$ cat src/rtl/packet_mem_read_responder.sv
// Sized big-endian packet-buffer load over a 32-bit BRAM: 2-cycle response, 3 when the access straddles two words;
// busy stalls the requester, which must not strobe while busy. PKT_RD_BOUNDS_CHECK_EN adds the pkt_len bounds check.
module packet_mem_read_responder #(
  parameter int ADDR_WIDTH = 10
) (
  input  logic                  clk,
  input  logic                  rst,
  input  logic                  packet_mem_rd_en,
  input  logic [1:0]            transfer_sz,
  input  logic [ADDR_WIDTH-1:0] rd_addr,
  input  logic [ADDR_WIDTH:0]   pkt_len,
  output logic                  mem_rd_en,
  output logic [ADDR_WIDTH-3:0] mem_addr,
  input  logic [31:0]           mem_rd_data,
  output logic [31:0]           resp_data,
  output logic                  resp_valid,
  output logic                  rd_err,
  output logic                  busy
);

  localparam int WAW = ADDR_WIDTH - 2;
  localparam logic [WAW-1:0] WORD_ONE = 1;

  typedef enum logic [1:0] {IDLE, WAIT1, WAIT2} state_t;

  state_t         state_q, state_d;
  logic [WAW-1:0] word_q, word_d, last_q, last_d;
  logic [1:0]     off_q, off_d;
  logic [1:0]     sz_q, sz_d;            // 0 word, 1 half, 2 byte
  logic           cross_q, cross_d;
  logic           err_q, err_d;
  logic [31:0]    held_q, held_d;
  logic [31:0]    resp_data_q, resp_data_d;
  logic           resp_valid_q, resp_valid_d;
  logic           rd_err_q, rd_err_d;
  logic           rd_en_c;

  logic [1:0]     req_sz;
  logic [2:0]     req_n;
  logic           req_cross;
  logic           req_oob;
  logic [63:0]    sel_src;
  logic [63:0]    sel_shift;
  logic [31:0]    sel_data;

  assign req_sz = (transfer_sz == 2'b11) ? 2'b10 : transfer_sz;

  always_comb begin
    req_n     = 3'd1;
    req_cross = 1'b0;
    case (req_sz)
      2'b00: begin
        req_n     = 3'd4;
        req_cross = (rd_addr[1:0] != 2'b00);
      end
      2'b01: begin
        req_n     = 3'd2;
        req_cross = (rd_addr[1:0] == 2'b11);
      end
      default: begin
        req_n     = 3'd1;
        req_cross = 1'b0;
      end
    endcase
  end

`ifdef PKT_RD_BOUNDS_CHECK_EN
  logic [ADDR_WIDTH:0] end_addr;
  assign end_addr = {1'b0, rd_addr} + {{(ADDR_WIDTH-2){1'b0}}, req_n};
  assign req_oob  = (end_addr > pkt_len);
`else
  logic unused_pkt_len;
  assign unused_pkt_len = ^pkt_len;
  assign req_oob        = 1'b0;
`endif

  // Non-crossing data sits in the upper half so one shift-and-truncate serves both cases.
  assign sel_src   = (state_q == WAIT2) ? {held_q, mem_rd_data} : {mem_rd_data, 32'h0};
  assign sel_shift = sel_src << {off_q, 3'b000};

  always_comb begin
    case (sz_q)
      2'b00:   sel_data = sel_shift[63:32];
      2'b01:   sel_data = {16'h0, sel_shift[63:48]};
      default: sel_data = {24'h0, sel_shift[63:56]};
    endcase
  end

  always_comb begin
    state_d      = state_q;
    word_d       = word_q;
    last_d       = last_q;
    off_d        = off_q;
    sz_d         = sz_q;
    cross_d      = cross_q;
    err_d        = err_q;
    held_d       = held_q;
    resp_data_d  = resp_data_q;
    resp_valid_d = 1'b0;
    rd_err_d     = rd_err_q;
    rd_en_c      = 1'b0;
    mem_addr     = last_q;

    case (state_q)
      IDLE: begin
        if (packet_mem_rd_en) begin
          state_d = WAIT1;
          word_d  = rd_addr[ADDR_WIDTH-1:2];
          off_d   = rd_addr[1:0];
          sz_d    = req_sz;
          cross_d = req_cross && !req_oob;
          err_d   = req_oob;
          if (!req_oob) begin
            rd_en_c  = 1'b1;
            mem_addr = rd_addr[ADDR_WIDTH-1:2];
            last_d   = rd_addr[ADDR_WIDTH-1:2];
          end
        end
      end
      WAIT1: begin
        if (err_q) begin
          state_d      = IDLE;
          resp_data_d  = 32'h0;
          rd_err_d     = 1'b1;
          resp_valid_d = 1'b1;
        end else if (cross_q) begin
          state_d  = WAIT2;
          held_d   = mem_rd_data;
          rd_en_c  = 1'b1;
          mem_addr = word_q + WORD_ONE;
          last_d   = word_q + WORD_ONE;
        end else begin
          state_d      = IDLE;
          resp_data_d  = sel_data;
          rd_err_d     = 1'b0;
          resp_valid_d = 1'b1;
        end
      end
      WAIT2: begin
        state_d      = IDLE;
        resp_data_d  = sel_data;
        rd_err_d     = 1'b0;
        resp_valid_d = 1'b1;
      end
      default: state_d = IDLE;
    endcase
  end

  always_ff @(posedge clk or negedge rst) begin
    if (!rst) begin
      state_q      <= IDLE;
      word_q       <= '0;
      last_q       <= '0;
      off_q        <= 2'b00;
      sz_q         <= 2'b00;
      cross_q      <= 1'b0;
      err_q        <= 1'b0;
      held_q       <= 32'h0;
      resp_data_q  <= 32'h0;
      resp_valid_q <= 1'b0;
      rd_err_q     <= 1'b0;
    end else begin
      state_q      <= state_d;
      word_q       <= word_d;
      last_q       <= last_d;
      off_q        <= off_d;
      sz_q         <= sz_d;
      cross_q      <= cross_d;
      err_q        <= err_d;
      held_q       <= held_d;
      resp_data_q  <= resp_data_d;
      resp_valid_q <= resp_valid_d;
      rd_err_q     <= rd_err_d;
    end
  end

  // Gate with reset so an in-flight read enable vanishes the moment reset asserts.
  assign mem_rd_en  = rd_en_c & rst;
  assign resp_data  = resp_data_q;
  assign resp_valid = resp_valid_q;
  assign rd_err     = rd_err_q;
  assign busy       = (state_q != IDLE);

endmodule

$ cat config.mk
export PLATFORM = sky130hd
export DESIGN_NAME = packet_mem_read_responder
export DESIGN_NICKNAME = d
export VERILOG_FILES = /design/src/rtl/packet_mem_read_responder.sv
export SDC_FILE = /design/constraint.sdc
export NUM_CORES = 1
export LEC_CHECK = 0
export ABC_AREA = 1
export BUFFER_PORTS_ARGS = -buffer_cell sky130_fd_sc_hd__buf_2
export CORE_ASPECT_RATIO = 0.7
export CORE_MARGIN = 2
export CORE_UTILIZATION = 55
export DETAILED_ROUTE_END_ITERATION = 16
export MAX_ROUTING_LAYER = met4
export PLACE_DENSITY_LB_ADDON = 0.12
export SYNTH_ARGS = -nofsm -noshare
export SYNTH_HDL_FRONTEND = slang
export SYNTH_SLANG_ARGS = --single-unit
$ cat constraint.sdc
create_clock -name clk -period 3.4 [get_ports clk]
set_clock_uncertainty 0.05 [all_clocks]
set_input_delay 0 -clock clk [delete_from_list [all_inputs] [get_ports clk]]
set_output_delay 0 -clock clk [all_outputs]
set_load 0.005 [all_outputs]
After elaboration in Yosys (flattened, before gate mapping)
Index checks and enable logic that the tools add are counted.
{"block": "op_classes", "addsub": 1, "eq_ne": 8, "shifts": 1, "muxes": 19, "bitwise": 1, "n_reduce_logical": 9}
{"op": "32-bit one-hot mux with 2 select lines", "count": 2}
{"op": "64-bit two-way mux", "count": 1}
{"op": "64-bit by 5-bit left shift with 64-bit output", "count": 1}
{"op": "32-bit two-way mux", "count": 1}
{"op": "8-bit two-way mux", "count": 2}
{"op": "8-bit one-hot mux with 2 select lines", "count": 1}
{"op": "8-bit by 1-bit adder with 8-bit output (second input constant)", "count": 1}
{"op": "1-bit one-hot mux with 2 select lines", "count": 4}
{"op": "2-bit by 1-bit == test with 1-bit output (second input constant)", "count": 3}
{"op": "2-bit == test (second input constant)", "count": 3}
{"op": "2-bit logical NOT", "count": 3}
{"op": "2-bit two-way mux", "count": 3}
{"op": "2-bit AND reduction", "count": 3}
{"op": "2-bit nonzero test", "count": 3}
{"op": "1-bit two-way mux", "count": 4}
{"op": "2-bit inequality test (second input constant)", "count": 2}
{"op": "2-bit one-hot mux with 2 select lines", "count": 1}
{"op": "1-bit bitwise AND", "count": 1}
{"block": "word_totals", "regBits": 89, "in_bits": 58, "output_inout_bits": 44}

Longest topological paths before layout
{"block": "logic_depth", "word_depth": 6, "depth_mapped": 14, "ltp_nobuf": 12}

Worst setup path after synthesis
No wires, ideal clock.
{"block": "synth_timing", "path_kind": "register to register", "start": "register state_q[0]", "end": "register resp_data_q[1] (netlist: resp_data[1])", "arrival_ns": 1.459, "t_required_ns": 3.233, "slack_ns": 1.774, "stages_incl_launch_ff": 14, "path_cell_list": "dfrtp_1 > inv_1 > ha_1 > buf_6 > inv_4 > buf_6 > buf_6 > nand2_1 > nand3_1 > nand3_1 > nand3_1 > nand3_1 > nand2_1 > nand2_1"}
{"block": "synth_via", "elab_chain_len": 6, "word_cells_on_any_way": 10}
{"element": "start, declared", "line_no": "26", "source": "state_t state_q, state_d;"}
{"element": "start signal, assigned", "line_no": "163", "source": "state_q <= state_d;"}
{"element": "2-bit == test", "line_no": "78, 104"}
{"element": "64-bit two-way mux", "line_no": "78", "source": "assign sel_src = (state_q == WAIT2) ? {held_q, mem_rd_data} : {mem_rd_data, 32'h0};"}
{"element": "64-bit by 5-bit left shift with 64-bit output", "line_no": "79", "source": "assign sel_shift = sel_src << {off_q, 3'b000};"}
{"element": "32-bit one-hot mux with 2 select lines", "line_no": "82", "source": "case (sz_q)"}
{"element": "32-bit two-way mux", "line_no": "126", "source": "end else if (cross_q) begin"}
{"element": "32-bit one-hot mux with 2 select lines", "line_no": "104", "source": "case (state_q)"}
{"element": "end signal, assigned", "line_no": "171", "source": "resp_data_q <= resp_data_d;"}
{"element": "end, declared", "line_no": "33", "source": "logic [31:0] resp_data_q, resp_data_d;"}
Several ways; a longest one is shown, not always the timed one. The select of a mux whose other input is x is not followed.
A chain may end at the register's enable or synchronous reset.

Worst setup path after layout
{"block": "layout_timing", "start": "register state_q[1]", "end": "output mem_addr[6]"}
{"block": "layout_via", "elab_chain_len": 2, "word_cells_on_any_way": 3}
{"element": "2-bit by 1-bit == test with 1-bit output or 2-bit logical NOT (tied branches)", "line_no": "104"}
{"element": "8-bit one-hot mux with 2 select lines (*)", "line_no": "104"}
{"element": "end, declared", "line_no": "13", "source": "output logic [ADDR_WIDTH-3:0] mem_addr,"}
Every way passes the cells marked *; elsewhere a longest branch is shown, timed or not.

==> metrics.txt <==
outcome finished, final reports clean; Sw Ratio 46.19%; cell taking the most area after synthesis dfrtp_1; final setup vio count 0; most used routing layer met2; Reg2Reg Depth 9; Initial DRC Count 431; sequential fraction of the synthesis area 42.48%; Lkg Pwr 3.406 nW; Syn Nets 815; post-synthesis cell type count 29; FF-to-FF End resp_data[15]$_DFFE_PN0P_; HPWL after DPL 10.26 mm; worst skew pair latency 0.34 ns; FF/Latch Area 0.002202 mm2; DIE AREA 0.01023 mm2; Yosys top cell area share 42.48%; DRT Pass-1 Iters 6; Slew @ Worst Pin 0.9707 ns; largest cells by area after synthesis dfrtp_1 (42%), nand2_1 (21%), nand3_1 (13%); Max VDD drop 0.5361 mV; CTS tree built; ANT nets after route 0; crit path capture mem_addr[6]; syn_area_per_cell 6.893 um2; relative slew slack 35.28%; Crit Reg-Reg Startpoint off_q[1]$_DFFE_PN0P_; design area 0.006352 mm2; fmax 396.4 MHz; most common cell in the netlist nand2_1; vias in the first global route 5214; initial core utilization 56.92%; IO Count 102; Final min period 2.523 ns; MaxCap Viol Count 0; CTS sink cnt 88; #FFs+latches synth 88; Clk pin slew, worst setup/hold paths 0.06 ns; global-route wire length before repair 25.67 mm; Post-Layout Cell Count 992; critical path capture point type primary output; Seq pwr share 32.0%; RSZ-0062 raised after global routing false; Min-Delay Path Class in -> async; EDFF count, synth 0; Total Routed Length 15.69 mm; Max Slew Vio Count 0; Max clock buf depth 2; met1 Track Usage GR 44.16%; flop2flop setup slack 1.08 ns; largest net degree at the start of global routing 76; Synth Flop Type dfrtp_1; port bufs 89; CTS buffer count 9; placed cell area 0.005605 mm2; Tot Pwr 5.569 mW; # fillers 805; Post-Synthesis Cells 752; grt met2 use 52.48%; WHS 0.2987 ns; Psw 2.572 mW; vias after detailed routing 5528; die height 85.23 um; synthesized area 0.005184 mm2; postcts setup bufs 0; Setup WS post-layout 0.8772 ns; Avg WL per Cell 15.82 um; Yosys Warn Count 0; die extent in x 120.0 um; CORE AREA 0.009107 mm2; CP Launch Type flip-flop; critical path required time 3.35 ns; routed vias/inst 5.573; met3 Use GR 4.637%; fin crit share 74.20%; Post-Place Setup Slack 1.067 ns; final core occ 69.75%; # DRC 0; Cells after DPL 931; n_diodes 0; CP max FO 19; nets 928; Async SR Flop Fraction 100.0%; top cells by count, synth nand2_1 (286), nand3_1 (130), dfrtp_1 (88); GP Congestion 0.9353; Cell Int Power 2.997 mW; CP Class reg -> out; crit path DAT 2.47 ns; clock share of power 17.3%; crit path from state_q[1]$_DFFE_PN0P_; footprint of the multi-input gates 0.002520 mm2; Root Buffer clkbuf_16; synth-to-layout area growth 22.54%; Sum Neg Setup Slack 0 ns; Power Dens Cells 876.7 mW/mm2; num rows 29; Comb power frac 50.7%; CTS H-tree lvls 3; all-layer global routing usage 33.21%; initial antenna violation count 0; Hold Vio Cnt, Final 0; fraction of layout cells with a size suffix above 1 13.71%; total gr overflow 0
## layout by cell type (no fill, tap or decap), types with 9 or more instances in the layout
cell type      count
dfrtp_1           88
clkbuf_16          9
inv_1             52
nand3_1          130
buf_2             88
nand2_1          286
o21ai_0           67
a21oi_1           12
nor2_1            36
dlygate4sd3_1     47
## routing by layer
layer / share of wire [%] / vias to the layer above
li1: - / 2641
met1: 42 / 2567
met2: 46 / 282
met3: 9.2 / 38
met4: 2.6 / 0
met5: 0 / -
## critical path: stages (launching register included)
cell      delay [ns]
dfrtp_1         0.40
inv_1           0.08
ha_1            0.20
nand2_1         0.26
clkinv_1        0.50
nand2_1         0.23
a21boi_0        0.18
o21ai_0         0.12
buf_2           0.16
## how the worst min path moves through the flow
stage                           from                      to  slack [ns]  depth (start not counted)
final                            rst  state_q[1]$_DFFE_PN0P_        0.30                          2
after global routing      rd_addr[4]   word_q[2]$_DFFE_PN0P_        0.39                          4
after CTS                        rst    resp_valid$_DFF_PN0_        0.35                          2
after detailed placement         rst    resp_valid$_DFF_PN0_        0.16                          1
after global placement           rst   held_q[2]$_DFFE_PN0N_        0.16                          1
after floorplan                  rst     cross_q$_DFFE_PN0P_       -0.35                          0
## registers in the layout, indices dropped and copies added, names as in the netlist
| signal | count |
|---|---|
| resp_data | 32 |
| state_q | 2 |
| held_q | 32 |
| resp_valid | 1 |
| off_q | 2 |
| word_q | 8 |
| last_q | 8 |
| cross_q | 1 |
| sz_q | 2 |
## timing repair
action / CTS / global route
hold endpoints to repair: 127 / 0
hold buffers: 47 / 0
gates resized for setup: 0 / 0
## power groups by stage
stage	sequential [mW]	clock [mW]	combinational [mW]
floorplan	1.73	0	2.01
global placement	1.77	0	2.66
detailed placement	1.79	0	2.73
CTS	1.77	0.970	2.79
global route	1.83	1.01	3.22
finish	1.78	0.963	2.82
## area by class of cell
class                           count  share of cell area, %
Clock buffer                       10                  3.604
Clock inverter                      4                 0.7485
Timing Repair Buffer              143                  15.28
Tap cell                          124                  2.442
Multi-Input combinational cell    563                  39.67
Inverter                           60                  3.585
Sequential cell                    88                  34.67
## logic make-up after synthesis
logic type / share of synthesized area, %
AO/OA/AOI/OAI: 10.69
XOR/XNOR: 0.1690
AND/OR/NAND/NOR: 36.47
other: 0.07234
adder cells (fa/ha/maj): 1.207
buffers and inverters: 8.906
flip-flops: 42.48
No activity file was read; power rests on OpenSTA's default activity.
